`config.mk`:
```
export PLATFORM = sky130hd
export DESIGN_NAME = xcom_cmd_exec
export DESIGN_NICKNAME = d
export VERILOG_FILES = /design/src/rtl/xcom_pkg.sv /design/src/rtl/xcom_cmd_fifo.sv /design/src/rtl/xcom_cmd_exec.sv
export SDC_FILE = /design/constraint.sdc
export NUM_CORES = 1
export LEC_CHECK = 0
export BUFFER_PORTS_ARGS = -buffer_cell sky130_fd_sc_hd__clkbuf_2
export CORE_AREA = 2 2 141 245
export DETAILED_ROUTE_END_ITERATION = 6
export DIE_AREA = 0 0 143 247
export PLACE_DENSITY = 0.64
export SLEW_MARGIN = 20
export SYNTH_ARGS = -nofsm -noshare
export SYNTH_HDL_FRONTEND = slang
export SYNTH_SLANG_ARGS = --single-unit
```
`constraint.sdc`:
```
create_clock -name c_clk_i -period 3.35 [get_ports c_clk_i]
set_input_delay 0.1675 -clock c_clk_i [delete_from_list [all_inputs] [get_ports c_clk_i]]
set_output_delay 0.1675 -clock c_clk_i [all_outputs]
set_load 0.02 [all_outputs]
```
`src/rtl/xcom_pkg.sv`:
```
`default_nettype none
// ============================================================================
// Module      : xcom_pkg
// Description : Shared opcode and executor-state definitions for the XCOM
//               core-clock command executor.
// Revision    : 1.0 - initial release
// ============================================================================
package xcom_pkg;

  // Opcodes 8..15 are reserved; they are recognised by bit 3 alone.
  typedef enum logic [3:0] {
    XOP_NOP     = 4'd0,
    XOP_FLG_CLR = 4'd1,
    XOP_FLG_SET = 4'd2,
    XOP_REG0_WR = 4'd3,
    XOP_REG1_WR = 4'd4,
    XOP_SYNC    = 4'd5,
    XOP_QRST    = 4'd6,
    XOP_QSTART  = 4'd7
  } xcom_op_e;

  typedef enum logic [1:0] {
    E_IDLE  = 2'd0,
    E_DEC   = 2'd1,
    E_WAIT  = 2'd2,
    E_PULSE = 2'd3
  } TYPE_EXEC_ST;

  // FIFO word layout: {op[39:36], dt[35:4], id[3:0]}
  localparam int XCMD_W = 40;

  function automatic logic op_is_reserved(input logic [3:0] op);
    return op[3];
  endfunction

endpackage
`default_nettype wire

```
`src/rtl/xcom_cmd_fifo.sv`:
```
`default_nettype none
// ============================================================================
// Module      : xcom_cmd_fifo
// Description : Synchronous command FIFO, depth 2**AW, first-word fall-through
//               read data (o_rdata always shows the head entry).
// Ports       : c_clk_i/c_rst_ni  clock, async active-low reset
//               i_push/i_wdata    write strobe and data (ignored when full)
//               i_pop             advance head (ignored when empty)
//               o_rdata           head entry
//               o_full/o_empty    status flags
//               o_count           current occupancy
// Revision    : 1.0 - initial release
// ============================================================================
module xcom_cmd_fifo #(
  parameter int AW = 2,
  parameter int DW = 40
) (
  input  logic          c_clk_i,
  input  logic          c_rst_ni,
  input  logic          i_push,
  input  logic [DW-1:0] i_wdata,
  input  logic          i_pop,
  output logic [DW-1:0] o_rdata,
  output logic          o_full,
  output logic          o_empty,
  output logic [AW:0]   o_count
);

  localparam logic [AW:0] c_ptr_one = (AW+1)'(1);

  logic [DW-1:0] r_mem [2**AW];
  logic [AW:0]   r_wptr;
  logic [AW:0]   r_rptr;
  logic          w_wr;
  logic          w_rd;

  assign w_wr = i_push & ~o_full;
  assign w_rd = i_pop & ~o_empty;

  always_ff @(posedge c_clk_i or negedge c_rst_ni) begin
    if (!c_rst_ni) begin
      r_wptr <= '0;
      r_rptr <= '0;
    end else begin
      if (w_wr) r_wptr <= r_wptr + c_ptr_one;
      if (w_rd) r_rptr <= r_rptr + c_ptr_one;
    end
  end

  // Storage needs no reset: pointers alone define validity.
  always_ff @(posedge c_clk_i) begin
    if (w_wr) r_mem[r_wptr[AW-1:0]] <= i_wdata;
  end

  // Extra pointer MSB distinguishes full from empty when indices match.
  assign o_rdata = r_mem[r_rptr[AW-1:0]];
  assign o_empty = (r_wptr == r_rptr);
  assign o_full  = (r_wptr[AW-1:0] == r_rptr[AW-1:0]) && (r_wptr[AW] != r_rptr[AW]);
  assign o_count = r_wptr - r_rptr;

endmodule
`default_nettype wire

```
`src/rtl/xcom_cmd_exec.sv`:
```
`default_nettype none
// ============================================================================
// Module      : xcom_cmd_exec
// Description : Core-clock executor for XCOM RX commands. Queues strobes in a
//               small FIFO and executes them in order (flag/register writes,
//               timed SYNC pulse, tProc reset/start pulses).
// Ports       : c_clk_i, c_rst_ni             clock, async active-low reset
//               cmd_vld_i/op/dt/id            command strobe and fields
//               clr_err_i                     clears ovf_o / err_o
//               flag_o, reg0_o, reg1_o        executed state
//               sync_o, qp_rst_o, qp_start_o  timed pulses
//               busy_o, last_id_o, cmd_cnt_o  status
//               ovf_o, err_o                  sticky error flags
// Revision    : 1.0 - initial release
// ============================================================================
module xcom_cmd_exec
  import xcom_pkg::*;
#(
  parameter int FIFO_AW   = 2,
  parameter int PULSE_LEN = 4,
  parameter int SYNC_W    = 16
) (
  input  logic        c_clk_i,
  input  logic        c_rst_ni,
  input  logic        cmd_vld_i,
  input  logic [3:0]  cmd_op_i,
  input  logic [31:0] cmd_dt_i,
  input  logic [3:0]  cmd_id_i,
  input  logic        clr_err_i,
  output logic        flag_o,
  output logic [31:0] reg0_o,
  output logic [31:0] reg1_o,
  output logic        sync_o,
  output logic        qp_rst_o,
  output logic        qp_start_o,
  output logic        busy_o,
  output logic [3:0]  last_id_o,
  output logic [15:0] cmd_cnt_o,
  output logic        ovf_o,
  output logic        err_o
);

  localparam logic [SYNC_W-1:0] c_cnt_one   = SYNC_W'(1);
  localparam logic [SYNC_W-1:0] c_pulse_len = SYNC_W'(PULSE_LEN);

  logic              w_push;
  logic              w_pop;
  logic              w_full;
  logic              w_empty;
  logic [FIFO_AW:0]  w_fcount;
  logic [FIFO_AW:0]  w_fcount_nxt;
  logic [XCMD_W-1:0] w_rdata;
  TYPE_EXEC_ST       w_state_nxt;
  logic [SYNC_W-1:0] w_cnt_nxt;
  logic              w_err_set;
  logic              w_ovf_set;

  TYPE_EXEC_ST       r_state;
  logic [SYNC_W-1:0] r_cnt;
  logic [3:0]        r_op;
  logic [31:0]       r_dt;
  logic [3:0]        r_id;
  logic              r_flag;
  logic [31:0]       r_reg0;
  logic [31:0]       r_reg1;
  logic              r_sync;
  logic              r_qp_rst;
  logic              r_qp_start;
  logic              r_busy;
  logic [3:0]        r_last_id;
  logic [15:0]       r_cmd_cnt;
  logic              r_ovf;
  logic              r_err;

  assign w_push = cmd_vld_i & ~w_full;

  xcom_cmd_fifo #(
    .AW (FIFO_AW),
    .DW (XCMD_W)
  ) u_fifo (
    .c_clk_i  (c_clk_i),
    .c_rst_ni (c_rst_ni),
    .i_push   (w_push),
    .i_wdata  ({cmd_op_i, cmd_dt_i, cmd_id_i}),
    .i_pop    (w_pop),
    .o_rdata  (w_rdata),
    .o_full   (w_full),
    .o_empty  (w_empty),
    .o_count  (w_fcount)
  );

  // ---------------- FSM state register ----------------
  always_ff @(posedge c_clk_i or negedge c_rst_ni) begin
    if (!c_rst_ni) r_state <= E_IDLE;
    else           r_state <= w_state_nxt;
  end

  // ---------------- FSM next state / shared counter ----------------
  always_comb begin
    w_state_nxt = r_state;
    w_cnt_nxt   = r_cnt;
    w_pop       = 1'b0;
    case (r_state)
      E_IDLE: begin
        if (!w_empty) begin
          w_pop       = 1'b1;
          w_state_nxt = E_DEC;
        end
      end
      E_DEC: begin
        if (r_op == XOP_SYNC) begin
          w_state_nxt = E_WAIT;
          w_cnt_nxt   = r_dt[SYNC_W-1:0];
        end else if ((r_op == XOP_QRST) || (r_op == XOP_QSTART)) begin
          w_state_nxt = E_PULSE;
          w_cnt_nxt   = c_pulse_len;
        end else begin
          w_state_nxt = E_IDLE;
        end
      end
      E_WAIT: begin
        if (r_cnt == '0) w_state_nxt = E_IDLE;
        else             w_cnt_nxt   = r_cnt - c_cnt_one;
      end
      E_PULSE: begin
        // Counter runs PULSE_LEN..1, one E_PULSE cycle per value.
        if (r_cnt <= c_cnt_one) w_state_nxt = E_IDLE;
        else                    w_cnt_nxt   = r_cnt - c_cnt_one;
      end
      default: w_state_nxt = E_IDLE;
    endcase
  end

  assign w_err_set    = (r_state == E_DEC) && op_is_reserved(r_op);
  assign w_ovf_set    = cmd_vld_i & w_full;
  assign w_fcount_nxt = w_fcount + {{FIFO_AW{1'b0}}, w_push} - {{FIFO_AW{1'b0}}, w_pop};

  // ---------------- datapath and output registers ----------------
  always_ff @(posedge c_clk_i or negedge c_rst_ni) begin
    if (!c_rst_ni) begin
      r_cnt      <= '0;
      r_op       <= '0;
      r_dt       <= '0;
      r_id       <= '0;
      r_flag     <= 1'b0;
      r_reg0     <= '0;
      r_reg1     <= '0;
      r_sync     <= 1'b0;
      r_qp_rst   <= 1'b0;
      r_qp_start <= 1'b0;
      r_busy     <= 1'b0;
      r_last_id  <= '0;
      r_cmd_cnt  <= '0;
      r_ovf      <= 1'b0;
      r_err      <= 1'b0;
    end else begin
      r_cnt <= w_cnt_nxt;
      if (w_pop) begin
        r_op <= w_rdata[39:36];
        r_dt <= w_rdata[35:4];
        r_id <= w_rdata[3:0];
      end
      if (r_state == E_DEC) begin
        r_last_id <= r_id;
        r_cmd_cnt <= r_cmd_cnt + 16'd1;
        case (r_op)
          XOP_FLG_CLR: r_flag <= 1'b0;
          XOP_FLG_SET: r_flag <= 1'b1;
          XOP_REG0_WR: r_reg0 <= r_dt;
          XOP_REG1_WR: r_reg1 <= r_dt;
          default:     ;
        endcase
      end
      // Pulses are registered from next-state so they line up with the
      // cycle the FSM spends in the corresponding state.
      r_sync     <= (w_state_nxt == E_WAIT) && (w_cnt_nxt == '0);
      r_qp_rst   <= (w_state_nxt == E_PULSE) && (r_op == XOP_QRST);
      r_qp_start <= (w_state_nxt == E_PULSE) && (r_op == XOP_QSTART);
      r_busy     <= (w_fcount_nxt != '0) || (w_state_nxt != E_IDLE);
      // A new error in the clear cycle wins.
      r_ovf      <= w_ovf_set | (r_ovf & ~clr_err_i);
      r_err      <= w_err_set | (r_err & ~clr_err_i);
    end
  end

  assign flag_o     = r_flag;
  assign reg0_o     = r_reg0;
  assign reg1_o     = r_reg1;
  assign sync_o     = r_sync;
  assign qp_rst_o   = r_qp_rst;
  assign qp_start_o = r_qp_start;
  assign busy_o     = r_busy;
  assign last_id_o  = r_last_id;
  assign cmd_cnt_o  = r_cmd_cnt;
  assign ovf_o      = r_ovf;
  assign err_o      = r_err;

endmodule
`default_nettype wire

```
# --- Yosys cells after proc, flatten, opt, wreduce, memory -nomap -nowiden ---
# Memory sizes are Yosys's and may differ from the RTL's. A register that Yosys moved wholly into a read port is not among the register bits.
# Cells that the tools add are included.
totals:
  reg_bits: 115
  mem_bits_rw: 160
  inputBits: 44
  output_inout_bits: 91
  mem_count: 1
classes:
  addsub: 7
  order_cmp: 1
  eq_ne: 15
  muxes: 16
  n_bitwise: 11
  reduce_logical: 17
memory_table:
  columns: ["name", "depth", "word_bits", "read_ports", "rd_clocked_by_memory_dff", "write_ports", "line", "rtl"]
  rows:
  - ["u_fifo.r_mem", 4, 40, 1, 1, 1, "xcom_cmd_fifo.sv:31", "logic [DW-1:0] r_mem [2**AW];"]
op_table:
  columns: ["op", "count"]
  rows:
  - ["two-way mux 16 bit", 4]
  - ["one-hot mux 16 bit (3 select lines)", 1]
  - ["logical NOT 16 bit", 2]
  - ["adder 16 x 1 -> 16 bit, second input constant", 1]
  - ["== test 4 x 3 -> 1 bit, second input constant", 4]
  - ["less-or-equal comparator 16 x 1 -> 1 bit, second input constant", 1]
  - ["subtractor 16 x 1 -> 16 bit, second input constant", 1]
  - ["two-way mux 2 bit", 5]
  - ["== test 2 bit, second input constant", 4]
  - ["== test 4 x 2 -> 1 bit, second input constant", 2]
  - ["one-hot mux 2 bit (4 select lines)", 1]
  - ["adder 3 x 1 -> 3 bit, second input constant", 2]
  - ["bitwise AND 1 bit", 6]
  - ["AND reduction 2 bit", 3]
  - ["logical AND 1 bit", 5]
  - ["== test 4 x 1 -> 1 bit, second input constant", 1]
  - ["two-way mux 1 bit", 4]
  - ["nonzero test 2 bit", 2]
  - ["adder 3 x 1 -> 3 bit", 1]
  - ["== test 3 bit", 1]
  - ["NOT 1 bit", 3]
  - ["nonzero test 3 bit", 1]
  - ["subtractor 3 x 1 -> 3 bit", 1]
  - ["subtractor 3 bit", 1]
  - ["other kinds (8)", 10]

# --- Longest topological paths before layout ---
# Gate-level depths: netlist of the first run.
depth:
  depth_word: 8
  ltp_mapped: 16

# --- Hierarchy ---
# A second synthesis of the first run with hierarchy kept.
unflattened:
  hier_cells: 721
  hier_area_um2: 12498.2
modules_own_cells:
  columns: ["mod", "n_inst", "cells_per_inst", "area_each_um2", "seq_area_each_um2"]
  rows:
  - ["xcom_cmd_exec", 1, 466, 6261.0, 3728.6]
  - ["xcom_cmd_fifo", 1, 255, 6237.2, 4954.8]

# --- Worst setup path before layout of the first run ---
# Ideal clock, no wire load.
synth_path:
  path_kind: "reg2reg"
  startpoint: "reg u_fifo.r_rptr[1]"
  endpoint: "reg r_busy, in the netlist busy_o"
  setup_ns: 0.124
  t_arrival_ns: 3.036
  required_ns: 3.226
  setup_slack_ns: 0.190
  stages_incl_launch_ff: 17
  n_path_buf: 3
  synth_period_minus_slack_ns: 3.160
  path_cell_list: "dfrtp_1 > buf_1 > xnor2_1 > nand3b_1 > and2_1 > clkbuf_1 > buf_1 > inv_1 > fa_1 > inv_1 > fa_1 > inv_1 > ha_1 > xnor2_1 > xnor2_1 > nor3_1 > nand2_1"
synth_between:
  elab_chain_len: 8
synth_lines:
  columns: ["element", "line", "rtl"]
  rows:
  - ["from (decl)", "xcom_cmd_fifo.sv:33", "logic [AW:0] r_rptr;"]
  - ["from (signal assigned)", "xcom_cmd_fifo.sv:46", "if (w_rd) r_rptr <= r_rptr + c_ptr_one;"]
  - ["branches (longest 7 deep; another with subtractor 3 bit)", null, null]
  - ["logical OR 1 bit *", "xcom_cmd_exec.sv:179", "r_busy <= (w_fcount_nxt != '0) || (w_state_nxt != E_IDLE);"]
  - ["to (signal assigned)", "xcom_cmd_exec.sv:179", null]
  - ["to (decl)", "xcom_cmd_exec.sv:69", "logic r_busy;"]
# Mark *: on every way between the ends.
# A chain may end at the register's enable or synchronous reset.

# --- Worst setup path in the final report of the first run ---
layout_path:
  startpoint: "reg u_fifo.r_wptr[2]"
  endpoint: "reg r_busy, in the netlist busy_o"
layout_between:
  elab_chain_len: 8
layout_lines:
  columns: ["element", "line", "rtl"]
  rows:
  - ["from (decl)", "xcom_cmd_fifo.sv:32", "logic [AW:0] r_wptr;"]
  - ["from (signal assigned)", "xcom_cmd_fifo.sv:45", "if (w_wr) r_wptr <= r_wptr + c_ptr_one;"]
  - ["branches (longest 7 deep; another with subtractor 3 bit)", null, null]
  - ["logical OR 1 bit *", "xcom_cmd_exec.sv:179", null]
# Marked as above.

==> summary.md, run 1 <==
| Metric | Value |
|---|---|
| Cell variety after synth | `59` |
| First-pass GRT wire length | `43300 µm` |
| Min cycle time layout | `2.75 ns` |
| Final setup violating endpoints | `0` |
| Met1 Wirelength | `10500 µm` |
| Final worst slack | `0.599 ns` |
| Worst Tran Pin Value | `0.875 ns` |
| Fmax | `364 MHz` |
| Slew Limit Headroom | `41.7%` |
| Final wirelength | `28000 µm` |
| Ratio of cells with drive above 1 in the final layout | `38.4%` |
| RSZ-0062 raised after global routing | `false` |
| Synth area leader | `edfxtp_1` |
| Antenna viol nets, final | `0` |
| Synthesized flop and latch total | `315` |
| Core ar. | `33500 µm²` |
| Synthesis-to-layout area growth | `22.2%` |
| Wire length on met2 | `15400 µm` |
| Root Driver | `clkbuf_16` |
| Final instance area | `15300 µm²` |
| Largest net degree at the start of global routing | `72` |
| Final Hold Violating Endpoints | `0` |
| Setup TNS | `0 ns` |
| CTS tree | `yes` |
| Status | `completed` |
| Seq/Total Area, Yosys | `69.5%` |
| Drt first pass iters | `4` |
| Syn_area_per_cell | `16.9 µm²` |
| Clk slew on worst S/H paths | `0.07 ns` |
| Cells after Synth | `737` |
| Lkg Pwr | `6.11 nW` |
| Post-Place Cells | `1313` |
| Fin. max-slew vios | `0` |
| CTS Buf Count | `29` |
| GPL Wtd Cong | `0.890` |
| Via/cell ratio | `5.01` |
| CP startpoint kind | `flip-flop` |
| Top_reg_cell synth | `edfxtp_1` |
| Syn Nets | `793` |
| Met3 WL | `1010 µm` |
| CTS sink count | `315` |
| Wirelength per Cell | `19.8 µm` |
| Vias in the first global route | `7469` |
| Vias post-DR | `7060` |
| Post-Syn Area | `12500 µm²` |
| Synthesis warning total | `0` |
| # fillers | `2958` |
| EDFF count, synth | `160` |
| Crit Path Class | `flip-flop to flip-flop` |
| CP endpoint kind | `flip-flop` |
| Highest Signal Layer | `met4` |
| Top cell type's share of synthesized area | `38.5%` |
| Row count | `89` |
| Total of max-cap violations | `0` |
| IO Count | `135` |
| Die area | `35300 µm²` |
| Hold crit path type | `input port to asynchronous set/reset pin` |
| CP required | `3.80 ns` |
| DP Area | `13800 µm²` |
| Drt first-iter violations | `467` |
| Antenna violations before repair | `1` |
| Pwr Density | `948 nW/µm²` |
| Starting Density | `37.3%` |
| Gr ovfl total | `0` |
| Port-buffer cells | `134` |
| Critical path fanouts, max | `4` |
| Final Util | `45.5%` |
| H-tree levels | `1` |
| Worst VDD drop | `0.459 mV` |
| Chip height | `247 µm` |
| DP HPWL | `18400 µm` |
| Top cells by area, synth | `edfxtp_1 38%, dfrtp_1 31%, mux2_2 9.4%, mux4_2 7.2%, nand2_1 1.5%` |
| Worst EP arrival | `3.20 ns` |
| Crit share post-route | `82.1%` |
| Asr flop ratio synth | `49.2%` |
| Postcts setup bufs | `0` |
| Clk_lat worst skew | `0.56 ns` |
| Final cell count without fillers | `1410` |
| Final nets | `988` |
| Count leader, synth | `edfxtp_1` |
| Worst slack, placed | `0.606 ns` |
| Clock Path Buffers | `3` |
| Tot GR Track Use | `16.1%` |
| Clk_skew | `0.0176 ns` |
| Die X | `143 µm` |
| Remaining routing DRC violations | `0` |
| Commonest cells in the netlist | `160 x edfxtp_1, 155 x dfrtp_1, 104 x mux2_2, 49 x nand2_1, 40 x mux4_2` |
-- through the flow --
stage	hold WS, ns	power [mW]
CTS	0.106	14.6
global route	0.135	15.3
global placement	0.126	11.0
floorplan	-0.128	9.39
detailed placement	0.122	11.1
finish	0.101	14.5
-- report_power, final --
| group | switching [mW] | internal, mW | leakage (nW) | total [mW] |
|---|---|---|---|---|
| Combinational | 2.60 | 2.13 | 2.21 | 4.73 |
| Clock | 1.51 | 2.00 | 0.484 | 3.52 |
| Sequential | 0.835 | 5.38 | 3.42 | 6.22 |
-- final timing paths --
kind | startpoint | endpoint | slack [ns] | depth (start not counted)
min in group c_clk_i | cmd_vld_i | u_fifo.r_wptr[0]$_DFFE_PN0P_ | 0.16 | 4
max | u_fifo.r_wptr[2]$_DFFE_PN0P_ | busy_o$_DFF_PN0_ | 0.60 | 13
max in group asynchronous | c_rst_ni | r_dt[21]$_DFFE_PN0P_ | 2.23 | 3
min | c_rst_ni | r_id[3]$_DFFE_PN0P_ | 0.10 | 2
min reg2reg | r_id[2]$_DFFE_PN0P_ | last_id_o[2]$_DFFE_PN0P_ | 0.47 | 2
max reg2reg | u_fifo.r_wptr[2]$_DFFE_PN0P_ | busy_o$_DFF_PN0_ | 0.60 | 13
-- routing by layer --
layer  GRT usage [%]  vias up
li1                -     3197
met2            30.2      170
met5               0        -
met1            18.3     3631
met4            6.76        0
met3            1.94       62
-- area by class of cell --
class,instances,area (µm²),area share [%]
diodes,1,2.50,0.0164
clock buffers,31,733,4.81
clock inverters,22,282,1.85
inverters,14,52.6,0.344
multi-input cells,377,3630,23.8
flip-flops and latches,315,8690,57.0
well taps,455,569,3.73
repair buffers,195,1290,8.47
-- cells by family after synthesis --
family,Yosys count,synth area share [%]
buffers and inverters,45,1.45
flip-flops,315,69.5
adder cells (fa/ha/maj),12,1.32
multiplexers,144,16.6
AND/OR/NAND/NOR,140,6.06
XOR/XNOR,30,2.10
AO/OA/AOI/OAI,51,2.92
-- sequential cells by signal (all words and copies together), names as in the netlist --
name           cells
err_o              1
r_op               4
qp_start_o         1
u_fifo.r_mem     160
u_fifo.r_rptr      3
busy_o             1
ovf_o              1
r_state            2
sync_o             1
last_id_o          4
reg1_o            32
r_dt              32
u_fifo.r_wptr      3
reg0_o            32
qp_rst_o           1
r_cnt             16
cmd_cnt_o         16
r_id               4
flag_o             1
-- layout by cell type, fill, tap and decap left out, types with 7 or more instances in the layout --
cell type	n
mux2_2	104
ha_1	10
mux4_2	40
o22ai_1	7
nor3_1	9
buf_4	14
a21oi_1	7
nor2_1	21
nand3_1	15
clkbuf_16	29
dlygate4sd3_1	43
clkbuf_2	133
edfxtp_1	160
dfrtp_1	153
nand2_1	48
xor2_1	9
inv_1	14
xnor2_1	21
o21ai_0	9
-- critical path: stages (launching register included) --
cell and delay (ns):
dfrtp_1 0.40, xor2_1 0.31, nand3b_1 0.18, and2_2 0.16, inv_1 0.06, fa_1 0.35
inv_1 0.07, fa_1 0.41, inv_1 0.07, ha_1 0.17, xnor2_1 0.14, xnor2_1 0.09
nor3_1 0.15, nand2_1 0.07
-- repair_timing --
| item | in CTS | in global routing |
|---|---|---|
| hold buffers | 43 | 0 |
| setup endpoints to repair | 0 | 0 |
| gates resized for setup | 0 | 0 |
| hold endpoints to repair | 218 | 0 |
No activity file was read; power rests on OpenSTA's default activity.
==> run 2: changes to the inputs <==
--- a/config.mk
+++ b/config.mk
@@ -5,11 +5,12 @@
 export SDC_FILE = /design/constraint.sdc
 export NUM_CORES = 1
 export LEC_CHECK = 0
+export ABC_AREA = 1
 export BUFFER_PORTS_ARGS = -buffer_cell sky130_fd_sc_hd__clkbuf_2
-export CORE_AREA = 2 2 141 245
+export CORE_AREA = 2 2 143 249
 export DETAILED_ROUTE_END_ITERATION = 6
-export DIE_AREA = 0 0 143 247
-export PLACE_DENSITY = 0.64
+export DIE_AREA = 0 0 145 251
+export PLACE_DENSITY = 0.62
 export SLEW_MARGIN = 20
 export SYNTH_ARGS = -nofsm -noshare
 export SYNTH_HDL_FRONTEND = slang
==> constraint.sdc (replaced) <==
create_clock -name c_clk_i -period 2.6 [get_ports c_clk_i]
set_input_delay 0.13 -clock c_clk_i [delete_from_list [all_inputs] [get_ports c_clk_i]]
set_output_delay 0.13 -clock c_clk_i [all_outputs]
set_load 0.02 [all_outputs]
==> summary.md, run 2 <==
| Metric | Value |
|---|---|
| Top_reg_cell synth | `edfxtp_1` |
| Final worst slack | `0.0328 ns` |
| CTS Buf Count | `28` |
| Multi-input logic area | `3740 µm²` |
| Final Util | `46.0%` |
| Largest net degree at the start of global routing | `84` |
| Syn_area_per_cell | `11.1 µm²` |
| Count leader, synth | `nor2_1` |
| Drt first pass iters | `5` |
| Clk_lat worst skew | `0.55 ns` |
| Core ar. | `34300 µm²` |
| Chip height | `251 µm` |
| Worst VDD drop | `0.782 mV` |
| First-pass GRT wire length | `46900 µm` |
| Synthesis warning total | `0` |
| Synthesized flop and latch total | `315` |
| Max FFs per register | `160` |
| Crit Path Class | `flip-flop to flip-flop` |
| DP Area | `14200 µm²` |
| Top cell type's share of synthesized area | `37.3%` |
| CP endpoint kind | `flip-flop` |
| CP startpoint kind | `flip-flop` |
| Post-Syn Area | `12900 µm²` |
| H-tree levels | `1` |
| Final setup violating endpoints | `0` |
| Hold crit path type | `input port to asynchronous set/reset pin` |
| Worst r2r src | `u_fifo.r_rptr[0]$_DFFE_PN0P_` |
| Antenna violations before repair | `1` |
| Drt first-iter violations | `694` |
| Crit share post-route | `98.7%` |
| Gr ovfl total | `0` |
| Row count | `90` |
| Clk slew on worst S/H paths | `0.07 ns` |
| Commonest cells in the netlist | `196 x nor2_1, 174 x nand2_1, 160 x edfxtp_1, 155 x dfrtp_1, 115 x o21ai_0` |
| Antenna viol nets, final | `0` |
| Seq. cell area | `8690 µm²` |
| Vias in the first global route | `8963` |
| Worst EP arrival | `2.99 ns` |
| Min cycle time layout | `2.57 ns` |
| Seq/Total Area, Yosys | `67.4%` |
| Post-Place Cells | `1730` |
| Slew Limit Headroom | `41.8%` |
| # fillers | `3153` |
| Root Driver | `clkbuf_16` |
| Ratio of cells with drive above 1 in the final layout | `20.2%` |
| Setup TNS | `0 ns` |
| Critical path fanouts, max | `2` |
| Clk_skew | `0.0116 ns` |
| Total of max-cap violations | `0` |
| Fmax | `390 MHz` |
| Port-buffer cells | `134` |
| CTS tree | `yes` |
| EDFF count, synth | `160` |
| GPL Wtd Cong | `0.844` |
| Wirelength per Cell | `15.8 µm` |
| Final instance area | `15800 µm²` |
| Worst r2r path cells | `12` |
| Die area | `36400 µm²` |
| Via/cell ratio | `4.86` |
| Remaining routing DRC violations | `0` |
| RR Endpoint | `busy_o$_DFF_PN0_` |
| FF-to-FF setup slack | `0.03 ns` |
| Status | `completed` |
| Synthesis-to-layout area growth | `22.6%` |
| DP HPWL | `19300 µm` |
| IO Count | `135` |
| Cells after Synth | `1156` |
| Asr flop ratio synth | `49.2%` |
| Lkg Pwr | `6.71 nW` |
| Top cells by area, synth | `edfxtp_1 37%, dfrtp_1 30%, nor2_1 5.7%, nand2_1 5.1%, o21ai_0 4.5%` |
| Commonest non-fill, non-tap cells in the layout | `192 x nor2_1, 173 x nand2_1, 160 x edfxtp_1` |
| Die X | `145 µm` |
| CTS sink count | `315` |
| Synth area leader | `edfxtp_1` |
| Starting Density | `37.5%` |
| RSZ-0062 raised after global routing | `true` |
| Commonest non-fill, non-tap cell in the layout | `nor2_1` |
| Pwr Density | `1300 nW/µm²` |
| Fin. max-slew vios | `0` |
| Final nets | `1403` |
| Worst Tran Pin Value | `0.873 ns` |
| Final Hold Violating Endpoints | `0` |
| Final cell count without fillers | `1830` |
| Cell variety after synth | `42` |
| Final wirelength | `29000 µm` |
| Vias post-DR | `8900` |
| Syn Nets | `1212` |
| Worst slack, placed | `-0.0925 ns` |
| CP required | `3.02 ns` |
| Tot GR Track Use | `15.8%` |
| Clock Path Buffers | `3` |
## run 2: cell types whose count changed after synthesis, sizes merged, moves of 7 or more
cell / delta
a21oi: +31
clkbuf: +22
inv: +69
mux2: -98
mux4: -40
nand2: +132
nand3: +18
nor2: +189
nor3: -7
o21ai: +105
o22ai: +7
o32ai: +40
xnor2: -11
## run 2: layout make-up
class / instances / area share (%)
Timing Repair Buffer: 213 / 9.06
Clock inverter: 22 / 1.88
Sequential cell: 315 / 55.0
Antenna cell: 1 / 0.0159
Tap cell: 460 / 3.65
Clock buffer: 30 / 4.62
Multi-Input combinational cell: 704 / 23.7
Inverter: 85 / 2.04
## run 2: worst max-delay path by stage
| stage | from | endpoint | slack (ns) | cells past startpoint |
|---|---|---|---|---|
| detailed placement | u_fifo.r_rptr[0]$_DFFE_PN0P_ | busy_o$_DFF_PN0_ | -0.09 | 12 |
| floorplan | u_fifo.r_rptr[1]$_DFFE_PN0P_ | busy_o$_DFF_PN0_ | -0.49 | 15 |
| global placement | u_fifo.r_rptr[0]$_DFFE_PN0P_ | busy_o$_DFF_PN0_ | -0.03 | 12 |
| finish | u_fifo.r_rptr[0]$_DFFE_PN0P_ | busy_o$_DFF_PN0_ | 0.03 | 12 |
| global route | u_fifo.r_rptr[0]$_DFFE_PN0P_ | busy_o$_DFF_PN0_ | -0.08 | 12 |
| CTS | u_fifo.r_rptr[2]$_DFFE_PN0P_ | busy_o$_DFF_PN0_ | -0.02 | 12 |
## run 2: metrics by stage
| stage | power, mW | hold WS [ns] |
|---|---|---|
| 2_1_floorplan | 13.1 | -0.166 |
| 3_3_place_gp | 15.7 | 0.192 |
| 3_5_place_dp | 15.8 | 0.195 |
| 4_1_cts | 20.6 | 0.172 |
| 5_1_grt | 21.9 | 0.232 |
| 6_report | 20.5 | 0.169 |
## run 2: timing repair
item	in CTS	in global routing
resized for setup	6	4
hold endpoints to repair	233	0
buffers inserted	2	1
hold buffers	44	0
pin swaps	7	7
endpoints found under the setup margin	1	1
## run 2: routing by layer
layer / routed length [µm] / track usage [%] / part of all wire (%) / vias up
li1: - / - / - / 4331
met1: 12000 / 19.1 / 41 / 4319
met2: 14900 / 28.4 / 52 / 196
met3: 1090 / 2.12 / 3.7 / 54
met4: 983 / 6.34 / 3.4 / 0
met5: 0 / 0 / 0 / -
## run 2: report_power, final
part / leakage, nW / switching, mW / internal, mW
clock network: 0.494 / 1.81 / 2.73
logic: 2.83 / 5.40 / 2.78
registers: 3.39 / 0.783 / 6.97
## run 2: worst max-delay path: stages (launching register included)
cell,delay (ns)
dfrtp_2,0.42
xnor2_2,0.21
nand3b_1,0.13
nand2_2,0.10
fa_2,0.20
inv_2,0.04
fa_1,0.50
inv_2,0.05
ha_4,0.15
xor2_2,0.14
or2_4,0.23
a211oi_2,0.18
nand3_1,0.09
## run 2: logic make-up (layout without fill, tap and decap cells)
logic type | count (synthesis) | in the layout | share of synthesized area (%)
multiplexers | 6 | 6 | 0.524
AO/OA/AOI/OAI | 217 | 217 | 10.0
XOR/XNOR | 25 | 25 | 1.70
buffers and inverters | 137 | 350 | 4.16
flip-flops | 315 | 315 | 67.4
adder cells (fa/ha/maj) | 12 | 12 | 1.28
other | 0 | 1 | 0
AND/OR/NAND/NOR | 444 | 444 | 14.9
